===== config.mk =====
export PLATFORM = sky130hd
export DESIGN_NAME = freq_select_divider
export DESIGN_NICKNAME = d
export VERILOG_FILES = /design/src/rtl/freq_select_divider.sv
export SDC_FILE = /design/constraint.sdc
export NUM_CORES = 1
export LEC_CHECK = 0
export CORE_MARGIN = 2
export CORE_UTILIZATION = 55
export CTS_BUF_LIST = sky130_fd_sc_hd__clkbuf_8
export CTS_CLUSTER_DIAMETER = 100
export DETAILED_ROUTE_END_ITERATION = 8
export DONT_BUFFER_PORTS = 1
export PLACE_DENSITY = 0.7
export SYNTH_ARGS = -nofsm -noshare
export SYNTH_HDL_FRONTEND = slang
export SYNTH_SLANG_ARGS = --single-unit

===== constraint.sdc =====
create_clock -name clk -period 4.6 [get_ports clk]
set_clock_uncertainty 0.15 [all_clocks]
set_input_delay 0.46 -clock clk [delete_from_list [all_inputs] [get_ports clk]]
set_output_delay 0.46 -clock clk [all_outputs]
set_load 0.005 [all_outputs]

===== src/rtl/freq_select_divider.sv =====
// Button-selected clock-enable divider: two debounced buttons step through NUM_MODES
// rates, divisor BASE_DIV << (mode*DIV_SHIFT). Define FREQSEL_PAUSE_EN to add a pause input.
module freq_select_divider #(
  parameter int NUM_MODES       = 4,
  parameter int INIT_MODE       = 0,
  parameter int BASE_DIV        = 4,
  parameter int DIV_SHIFT       = 1,
  parameter int DEBOUNCE_CYCLES = 16,
  localparam int MODE_W         = (NUM_MODES > 2) ? $clog2(NUM_MODES) : 1
) (
  input  logic              clk,
  input  logic              rst_n,
  input  logic              btn_next,
  input  logic              btn_prev,
`ifdef FREQSEL_PAUSE_EN
  input  logic              pause,
`endif
  output logic [MODE_W-1:0] mode,
  output logic              tick,
  output logic              mode_chg
);

  localparam longint unsigned MAX_DIV = 64'(BASE_DIV) << ((NUM_MODES - 1) * DIV_SHIFT);
  localparam int CNT_W = (MAX_DIV > 2) ? $clog2(MAX_DIV) : 1;
  localparam int DB_W  = $clog2(DEBOUNCE_CYCLES);
  localparam logic [DB_W-1:0]   DB_LAST   = DB_W'(DEBOUNCE_CYCLES - 1);
  localparam logic [MODE_W-1:0] MODE_LAST = MODE_W'(NUM_MODES - 1);

  // Button index 0 is "next", index 1 is "prev".
  logic [1:0]      btn_raw;
  logic [1:0]      sync_1;
  logic [1:0]      sync_2;
  logic [1:0]      db_lvl;
  logic [1:0]      press;
  logic [DB_W-1:0] db_cnt [2];

  assign btn_raw = {btn_prev, btn_next};

  // NOTE: sequential state uses non-blocking assignments so every flop samples pre-edge values.
  always_ff @(posedge clk or negedge rst_n) begin
    if (!rst_n) begin
      sync_1 <= '0;
      sync_2 <= '0;
      db_lvl <= '0;
      press  <= '0;
      // NOTE: the debounce counter array is small state, so it is reset like any other flop.
      for (int i = 0; i < 2; i++) db_cnt[i] <= '0;
    end else begin
      sync_1 <= btn_raw;
      sync_2 <= sync_1;
      press  <= '0;
      for (int i = 0; i < 2; i++) begin
        if (sync_2[i] == db_lvl[i]) begin
          db_cnt[i] <= '0;
        end else if (db_cnt[i] == DB_LAST) begin
          db_cnt[i] <= '0;
          db_lvl[i] <= sync_2[i];
          press[i]  <= sync_2[i];  // rising edge of the debounced level only
        end else begin
          db_cnt[i] <= db_cnt[i] + DB_W'(1);
        end
      end
    end
  end

  logic              next_ev;
  logic              prev_ev;
  logic              mode_upd;
  logic [MODE_W-1:0] mode_nxt;

  // NOTE: every always_comb output gets a default first so no path can infer a latch.
  always_comb begin
    next_ev  = press[0] & ~press[1];
    prev_ev  = press[1] & ~press[0];
    mode_upd = next_ev | prev_ev;
    mode_nxt = mode;
    if (next_ev) begin
      mode_nxt = (mode == MODE_LAST) ? '0 : mode + MODE_W'(1);
    end else if (prev_ev) begin
      mode_nxt = (mode == '0) ? MODE_LAST : mode - MODE_W'(1);
    end
  end

  // Terminal count per mode, folded to constants at elaboration.
  logic [CNT_W-1:0] term_tbl [NUM_MODES];
  for (genvar g = 0; g < NUM_MODES; g++) begin : g_term
    assign term_tbl[g] = CNT_W'((64'(BASE_DIV) << (g * DIV_SHIFT)) - 64'd1);
  end

  logic [CNT_W-1:0] div_cnt;
  logic [CNT_W-1:0] div_term;
  logic             hold;
  logic             at_term;

`ifdef FREQSEL_PAUSE_EN
  assign hold = pause;
`else
  assign hold = 1'b0;
`endif

  assign div_term = term_tbl[mode];
  assign at_term  = (div_cnt == div_term);
  assign tick     = at_term & ~mode_upd & ~hold;

  always_ff @(posedge clk or negedge rst_n) begin
    if (!rst_n) begin
      mode     <= MODE_W'(INIT_MODE);
      mode_chg <= 1'b0;
      div_cnt  <= '0;
    end else begin
      mode     <= mode_nxt;
      mode_chg <= mode_upd;
      if (mode_upd) begin
        div_cnt <= '0;  // restart so the new rate gets a full first period
      end else if (!hold) begin
        div_cnt <= at_term ? '0 : div_cnt + CNT_W'(1);
      end
    end
  end

endmodule

# Yosys cells after proc, flatten, opt, wreduce, memory -nomap -nowiden
# Cells that the tools add are included.
[word_totals]
reg_bits = 24
output_inout_bits = 4
[classes]
bitwise = 10
n_mux = 17
add_sub_neg = 5
reduce_logical = 4
eq_ne = 6
magnitude_cmp = 1
[op_table]
columns = ["operator", "n"]
rows = [
  ["$mux W5", 4],
  ["$mux W4", 4],
  ["$bmux W5 S2", 1],
  ["$add A4 B1 Y4 const B", 2],
  ["$eq A4 B4 Y1 const B", 2],
  ["$mux W2", 4],
  ["$add A5 B1 Y5 const B", 1],
  ["$eq A5 B5 Y1", 1],
  ["$not A1 Y1", 5],
  ["$mux W1", 4],
  ["$reduce_and A2 Y1", 2],
  ["$and A1 B1 Y1", 3],
  ["$ge A3 B3 Y1 const B", 1],
  ["$not A2 Y3", 1],
  ["$add A2 B1 Y2 const B", 1],
  ["$eq A1 B1 Y1", 2],
  ["$eq A2 B2 Y1 const B", 1],
  ["$logic_not A2 Y1", 1],
  ["$reduce_bool A2 Y1", 1],
  ["$sub A2 B1 Y2 const B", 1],
  ["$or A1 B1 Y1", 1],
]

# Depth between registers and ports, before layout
# Gate-level depths: netlist of the first run.
[depth]
word_depth = 7
ltp_mapped = 5
mapped_depth_nobuf = 5

# Worst setup path before layout of the first run
# No wires, ideal clock.
[synth_path]
path_kind = "flip-flop to output port"
start = "register mode[1]"
end = "output tick"
path_buffers = 0
arrival_ns = 1.355
slack_ns = 2.635
path_stages_with_launch = 5
path_cell_list = "dfrtp_1 -> ha_1 -> xor2_1 -> or3_1 -> nor3_2"
[synth_via]
elab_chain_cells = 6
[synth_rtl]
columns = ["element", "line_no", "text"]
rows = [
  ["start: declaration", "18", "output logic [MODE_W-1:0] mode,"],
  ["start signal: assignment", "107", "mode <= MODE_W'(INIT_MODE);"],
  ["start signal: assignment", "111", "mode <= mode_nxt;"],
  ["$not A2 Y3 (implied by the code)", "101", "assign div_term = term_tbl[mode];"],
  ["$bmux W5 S2", "101", ""],
  ["$mux W5 (implied by the code) (2 in a row)", "101", ""],
  ["$eq A5 B5 Y1", "102", "assign at_term = (div_cnt == div_term);"],
  ["$and A1 B1 Y1", "103", "assign tick = at_term & ~mode_upd & ~hold;"],
  ["end: declaration", "19", "output logic tick,"],
]
# Every way passes these cells. The select of a mux whose other input is x is not followed.

# Worst setup path after layout of the first run
# Ends and elaborated chain as after synthesis.

==> results of run 1 <==
## worst register-to-register path, delay by kind of cell, from the launching register on
kind                       cells  cell delay, ns
AOI/OAI and AO/OA              1            0.49
xor gates and xnor gates       1            0.21
adders and majority gates      1            0.29
DFF                            1            0.47
and+or+nand+nor                1            0.09
## registers in the layout (all words and copies together), names as in the netlist
| signal | count |
|---|---|
| db_cnt | 8 |
| mode | 2 |
| mode_chg | 1 |
| db_lvl | 2 |
| sync_2 | 2 |
| sync_1 | 2 |
| div_cnt | 5 |
| press | 2 |
## worst min path at each step
stage	startpoint	to	slack, ns
2_1_floorplan	rst_n	db_cnt[0]$_DFF_PN0_	0.01
6_report	btn_prev	sync_1[1]$_DFF_PN0_	0.08
3_5_place_dp	rst_n	div_cnt[3]$_DFF_PN0_	0.01
4_1_cts	btn_prev	sync_1[1]$_DFF_PN0_	0.07
5_1_grt	btn_prev	sync_1[1]$_DFF_PN0_	0.06
3_3_place_gp	rst_n	div_cnt[2]$_DFF_PN0_	0.01
## cell usage after synthesis
cell type	n	area, sq um
a21oi_1	5	25.02
and2_1	1	6.260
and2b_2	1	8.760
and4b_1	1	10.01
buf_4	1	7.510
dfrtp_1	24	600.6
ha_1	6	75.07
inv_1	8	30.03
mux2_2	3	33.78
nand2_1	3	11.26
nand3_1	5	25.02
nand3b_1	1	7.510
nand4b_1	2	17.52
nor2_1	4	15.01
nor2b_1	2	12.51
nor3_2	1	10.01
nor3b_1	4	30.03
nor4b_1	1	8.760
o211ai_1	1	7.510
o21ai_0	3	15.01
o22ai_1	1	6.260
o2bb2ai_1	1	8.760
o311ai_0	1	8.760
o311ai_1	1	8.760
o41ai_1	1	8.760
or3_1	1	6.260
xnor2_1	5	43.79
xor2_1	4	35.03
## cell families (layout without fill, tap and decap cells)
family / count (synthesis) / in the layout / share of synthesized area, %
AOI/OAI and AO/OA: 14 / 14 / 8.199
adders and majority gates: 6 / 6 / 6.928
DFF: 24 / 24 / 55.43
xor gates and xnor gates: 9 / 9 / 7.274
buffers and inverters: 9 / 12 / 3.465
and+or+nand+nor: 27 / 27 / 15.59
muxes: 3 / 3 / 3.118
## repair_timing
| action | in CTS | in global routing |
|---|---|---|
| hold buffers | 1 | 0 |
| resized for setup | 0 | 0 |
| buffers inserted | 0 | 0 |
| endpoints found under the hold margin | 24 | 0 |
## metal layers
layer,GRT usage [%],wire (um)
met1,19.46,717
met2,27.31,783
met4,5.714,26
met5,0,0
met3,2.778,59
## per-stage QoR
step | total power (W) | instance area [sq um] | hold WS, ns | utilization [%] | cells
after floorplan | 0.0002382 | 1084 | 0.01441 | - | 92
after global placement | 0.0002396 | 1110 | 0.01479 | 58.36 | 118
after detailed placement | 0.0002406 | 1110 | 0.01473 | 58.36 | 118
after CTS | 0.0003630 | 1161 | 0.06726 | 61.05 | 122
after global routing | 0.0003752 | 1161 | 0.05545 | 61.05 | 122
final | 0.0003577 | 1161 | 0.07509 | 61.05 | 122
## where the power goes
part	total [W]	switching [W]	internal [W]
clock network	0.000117	0.0000585	0.0000583
logic	0.0000172	0.00000955	0.00000770
registers	0.000224	0.00000611	0.000218
total	0.000358	0.0000741	0.000284
## area by class of cell
cell class	instances	share of cell area, %
clock buffers	3	3.556
flip-flops and latches	24	51.72
multi-input cells	59	38.36
repair buffers	1	0.8621
well taps	27	2.909
inverters	8	2.586
==> impl_metrics.ini, run 1 <==
[yosys]
synthCells = 92
synth_seq_cells = 24
synth_fp_nets = 102
syn-cell-area_sq_mm = 0.001084
synth_warn = 0
mean_cell_area_of_the_mapped_netlist_sq_um = 11.78
synthDistinctLibCells = 28
synth_seq_area_share_pct = 55.43

[worst_hold_path]
hold_class = input port to flip-flop
timing.hold.worst_path_depth = 0

[route]
postRouteWirelength_mm = 1.586
postRouteAntennaNets = 0
route.detailed.drc = 0
wire_per_inst_um = 13.00
drt_iter0_drc = 12
first_pass_iters = 4
dr_total_vias = 680
vias_per_cell = 5.574

[sta]
measured_slew_at_the_worst_slew_check_pin_ns = 1.054
finalWorstPathRequiredPeriod_ns = 2.355
layout_worst_path_cycle_share_pct = 51.20
finalSetupViolations = 0
fmax_mhz = 424.6
maxSlewHeadroom_pct = 29.48
final_hold_viol_count = 0
fin_setup_tns_ns = 0
slew_violations = 0
setup_repair_after_global_routing_missed_its_margin = no
fin_ws_ns = 2.245

[worst_setup_path]
critical_path.max_stage_delay_ns = 0.48
cp_max_fo = 6
worst_setup_path_endpoint = tick
critical_path.top_delay_family = simple AND/OR/NAND/NOR gates
r2r.worst_path.cells = 4
crit_cells = 5
worst-endpoint-required_ns = 3.99
timing.rr.start = mode[1]$_DFFE_PN0N_
crit_path_top_delay_cell = dfrtp_1
worst_r2r_setup_slack_ns = 2.77
critPathCaptureType = output pin
crit_type = flip-flop to output pin
critical_path_buf_inv_count = 1
crit_path_cell_trace = inv_1, ha_1, xnor2_1, or3_1, nor3_2
timing.critical_path.from_type = flip-flop
end_of_the_worst_register_to_register_path = div_cnt[3]$_DFF_PN0_
timing.critical_path.from = mode[1]$_DFFE_PN0N_
critical_path_arrival_ns = 1.75

[final_layout]
layout.area.seq_sq_um = 600.6
finish.net_count = 107
area_growth_syn_to_layout_pct = 7.159
diodes = 0
mostFrequentLayoutCells = 24 x dfrtp_1, 8 x inv_1, 6 x ha_1
multi_input_comb_area_sq_um = 445.4
most_common_cell_after_layout_fill_and_taps_aside = dfrtp_1
fraction_of_layout_cells_with_a_size_suffix_above_1_pct = 8.421
fill_cells = 151

[global_routing]
first_global_vias = 657
pin_count_of_the_biggest_net_entering_global_routing = 25
grt_remaining_overflow = 0
first_pass_grt_wire_length_mm = 2.829
initial_antenna_violation_count = 0
globalRouteTotalUtil_pct = 15.61

[clock_network]
cts_root_buffer = clkbuf_8
cts_made_buffers = 3
h-tree-depth = 1
cts_sinks = 24
clock_latency_ns = 0.26
clk_pin_slew_worst_paths_ns = 0.07
clk_path_buf_depth = 2
tritoncts = done

[power]
worst_ir_drop_vdd_mv = 0.2022
leakagePower_nw = 0.5286
power.density_mw_per_mm2 = 308.1

[die]
fp.coreArea_sq_mm = 0.001902
die_area_sq_mm = 0.002341
die_h_um = 48.39
die_width_um = 48.39
start_util_pct = 56.97
num_io_pins = 8
fp-row-count = 16

[placed_design]
globalplace.congestion = 0.7790
dp_slack_ns = 2.534
io_buffer_count = 0
post-dp-hpwl_mm = 1.129

[outcome]
outcome = complete, no violations

[job]
timing.max_cap.violations = 0
Power figures use the tool's default switching activity.
==> run 2: changes to the inputs <==
- PLACE_DENSITY: 0.7 -> 0.73
- clock period: 4.6 -> 2.04 ns (I/O delays scaled with it)
==> run 2 against run 1 <==
Count of clock-buffer cells in the layout unchanged. Global-route usage is 0.72 points lower. Register-to-register slack worse by 2.5 ns. Worst hold slack gained 0.13 ns. Largest power group unchanged. Sequential share of layout area decreased by 2.6 points. Setup slack worse by 2.2 ns. Via count shrank 3.1%. Non-clock buffer count increased by 2. Critical endpoint unchanged.
==> impl_metrics.ini, run 2 (same netlist as run 1, synthesis figures left out) <==
[outcome]
outcome = complete, no violations

[final_layout]
top_regs = db_cnt (8), div_cnt (5)
registers.top_by_ff_count = db_cnt
mostFrequentLayoutCells = 22 x dfrtp_1, 8 x inv_1, 5 x xnor2_1, 5 x a21oi_1, 5 x nand3_1
fraction_of_layout_cells_with_a_size_suffix_above_1_pct = 13.27
number_of_flip_flops_in_the_largest_register = 8
area_growth_syn_to_layout_pct = 13.40
finish.net_count = 109
most_common_cell_after_layout_fill_and_taps_aside = dfrtp_1
diodes = 0
final_design_area_no_fill_sq_mm = 0.001229

[sta]
finalWorstPathRequiredPeriod_ns = 2.012
layout_worst_path_cycle_share_pct = 98.63
slew_violations = 0
setup_repair_after_global_routing_missed_its_margin = yes
finalSetupViolations = 0
fmax_mhz = 497.0
measured_slew_at_the_worst_slew_check_pin_ns = 1.018
final_hold_viol_count = 0
fin_ws_ns = 0.02788
maxSlewHeadroom_pct = 31.91

[route]
postRouteWirelength_mm = 1.584
wire_per_inst_um = 12.67
vias_per_cell = 5.272
dr_total_vias = 659
postRouteAntennaNets = 0
first_pass_iters = 4
drt_iter0_drc = 6
route.detailed.drc = 0

[worst_setup_path]
crit_path_cell_trace = ha_2, xor2_1, or3_1, nor3_2
worst-endpoint-required_ns = 1.69
timing.critical_path.from_type = flip-flop
crit_path_top_delay_cell = dfrtp_2
crit_type = flip-flop to output pin
critical_path.top_delay_family = simple AND/OR/NAND/NOR gates
r2r.worst_path.cells = 4
cp_max_fo = 6
critPathCaptureType = output pin
critical_path.max_stage_delay_ns = 0.46
critical_path_buf_inv_count = 0
critical_path_arrival_ns = 1.66
crit_cells = 4

[die]
fp.coreArea_sq_mm = 0.001902
num_io_pins = 8
die_h_um = 48.39
die_width_um = 48.39
fp-row-count = 16
start_util_pct = 56.97
die_area_sq_mm = 0.002341

[placed_design]
placement.cell_area_sq_mm = 0.001110
post-dp-hpwl_mm = 1.090
globalplace.congestion = 0.7857
io_buffer_count = 0
dp_slack_ns = 0.2334

[worst_hold_path]
hold_class = flip-flop to flip-flop
timing.hold.worst_path_depth = 0

[power]
power_frac_comb_pct = 4.4
worst_ir_drop_vdd_mv = 0.4317
leakagePower_nw = 0.5459
seqPwrFrac_pct = 53.1
power.density_mw_per_mm2 = 773.6
share_clk_of_total_power_pct = 42.6
p_int_w = 0.0007722
power_switching_share_pct = 18.76
p_sw_w = 0.0001784

[global_routing]
grt_remaining_overflow = 0
globalRouteTotalUtil_pct = 14.89
initial_antenna_violation_count = 0
first_pass_grt_wire_length_mm = 2.697
pin_count_of_the_biggest_net_entering_global_routing = 25
first_global_vias = 608

[clock_network]
cts_root_buffer = clkbuf_8
tritoncts = done
cts_made_buffers = 3
cts_post_setup_buffers_inserted = 0
clk_path_buf_depth = 2
cts_sinks = 24
clk_pin_slew_worst_paths_ns = 0.08
h-tree-depth = 1
clock_latency_ns = 0.26

[job]
timing.max_cap.violations = 0
## run 2: cell count changes in the layout (fill, tap and decap cells not counted)
cell           before  now
dfrtp_1            24   22
dfrtp_2             0    2
dlygate4sd3_1       1    3
ha_1                6    4
bufinv_16           0    1
ha_2                0    1
ha_4                0    1
## run 2: metrics by stage
step / setup TNS, ns / util [%] / hold WS [ns] / total power, W / std cells
after global routing: -0.04934 / 64.61 / 0.2124 / 0.001002 / 125
after CTS: 0 / 64.08 / 0.2094 / 0.0009654 / 125
after floorplan: 0 / - / -0.2416 / 0.0005370 / 92
after global placement: 0 / 58.36 / -0.2412 / 0.0005404 / 118
after detailed placement: 0 / 58.36 / -0.2413 / 0.0005425 / 118
final: 0 / 64.61 / 0.2065 / 0.0009505 / 125
## run 2: worst paths after layout
| kind | start | endpoint | slack, ns |
|---|---|---|---|
| setup / recovery | mode[1]$_DFFE_PN0N_ | tick | 0.03 |
| hold / removal | sync_1[0]$_DFF_PN0_ | sync_2[0]$_DFF_PN0_ | 0.21 |
| setup reg to reg | mode[1]$_DFFE_PN0N_ | div_cnt[3]$_DFF_PN0_ | 0.31 |
| hold reg to reg | sync_1[0]$_DFF_PN0_ | sync_2[0]$_DFF_PN0_ | 0.21 |
| max in group asynchronous | rst_n | mode[0]$_DFFE_PN0N_ | 0.64 |
| min in group asynchronous | rst_n | div_cnt[2]$_DFF_PN0_ | 0.41 |
## run 2: repair_timing
item                                    in CTS  in global routing
hold buffers                                 3                  0
gates resized for setup                      4                  1
hold endpoints to repair                    26                  0
pin swaps                                    0                  0
cloned                                       0                  0
endpoints found under the setup margin       1                  1
## run 2: worst reg2reg max path, delay by kind of cell (launching register included)
kind                       cells  cell delay, ns
AOI/OAI and AO/OA              1            0.49
adders and majority gates      1            0.23
DFF                            1            0.46
xor gates and xnor gates       1            0.19
and+or+nand+nor                1            0.09
## run 2: layout make-up
class	instances	area, sq um
Sequential cell	24	603.1
Timing Repair Buffer	3	30.03
Multi-Input combinational cell	59	460.4
Clock buffer	3	41.29
Fill cell	142	673.1
Clock inverter	1	30.03
Inverter	8	30.03
Tap cell	27	33.78
## run 2: routing by layer
metal | GRT usage (%) | part of all wire [%]
met4 | 4.286 | 0
met1 | 19.54 | 50
met2 | 24.31 | 47
met5 | 0 | 0
met3 | 4.321 | 2.6
## run 2: power by group through the flow
stage           logic, W  registers [W]  clock network [W]
2_1_floorplan  0.0000276       0.000509                  0
3_3_place_gp   0.0000278       0.000513                  0
3_5_place_dp   0.0000290       0.000514                  0
4_1_cts        0.0000425       0.000504           0.000419
5_1_grt        0.0000493       0.000507           0.000446
6_report       0.0000415       0.000504           0.000405
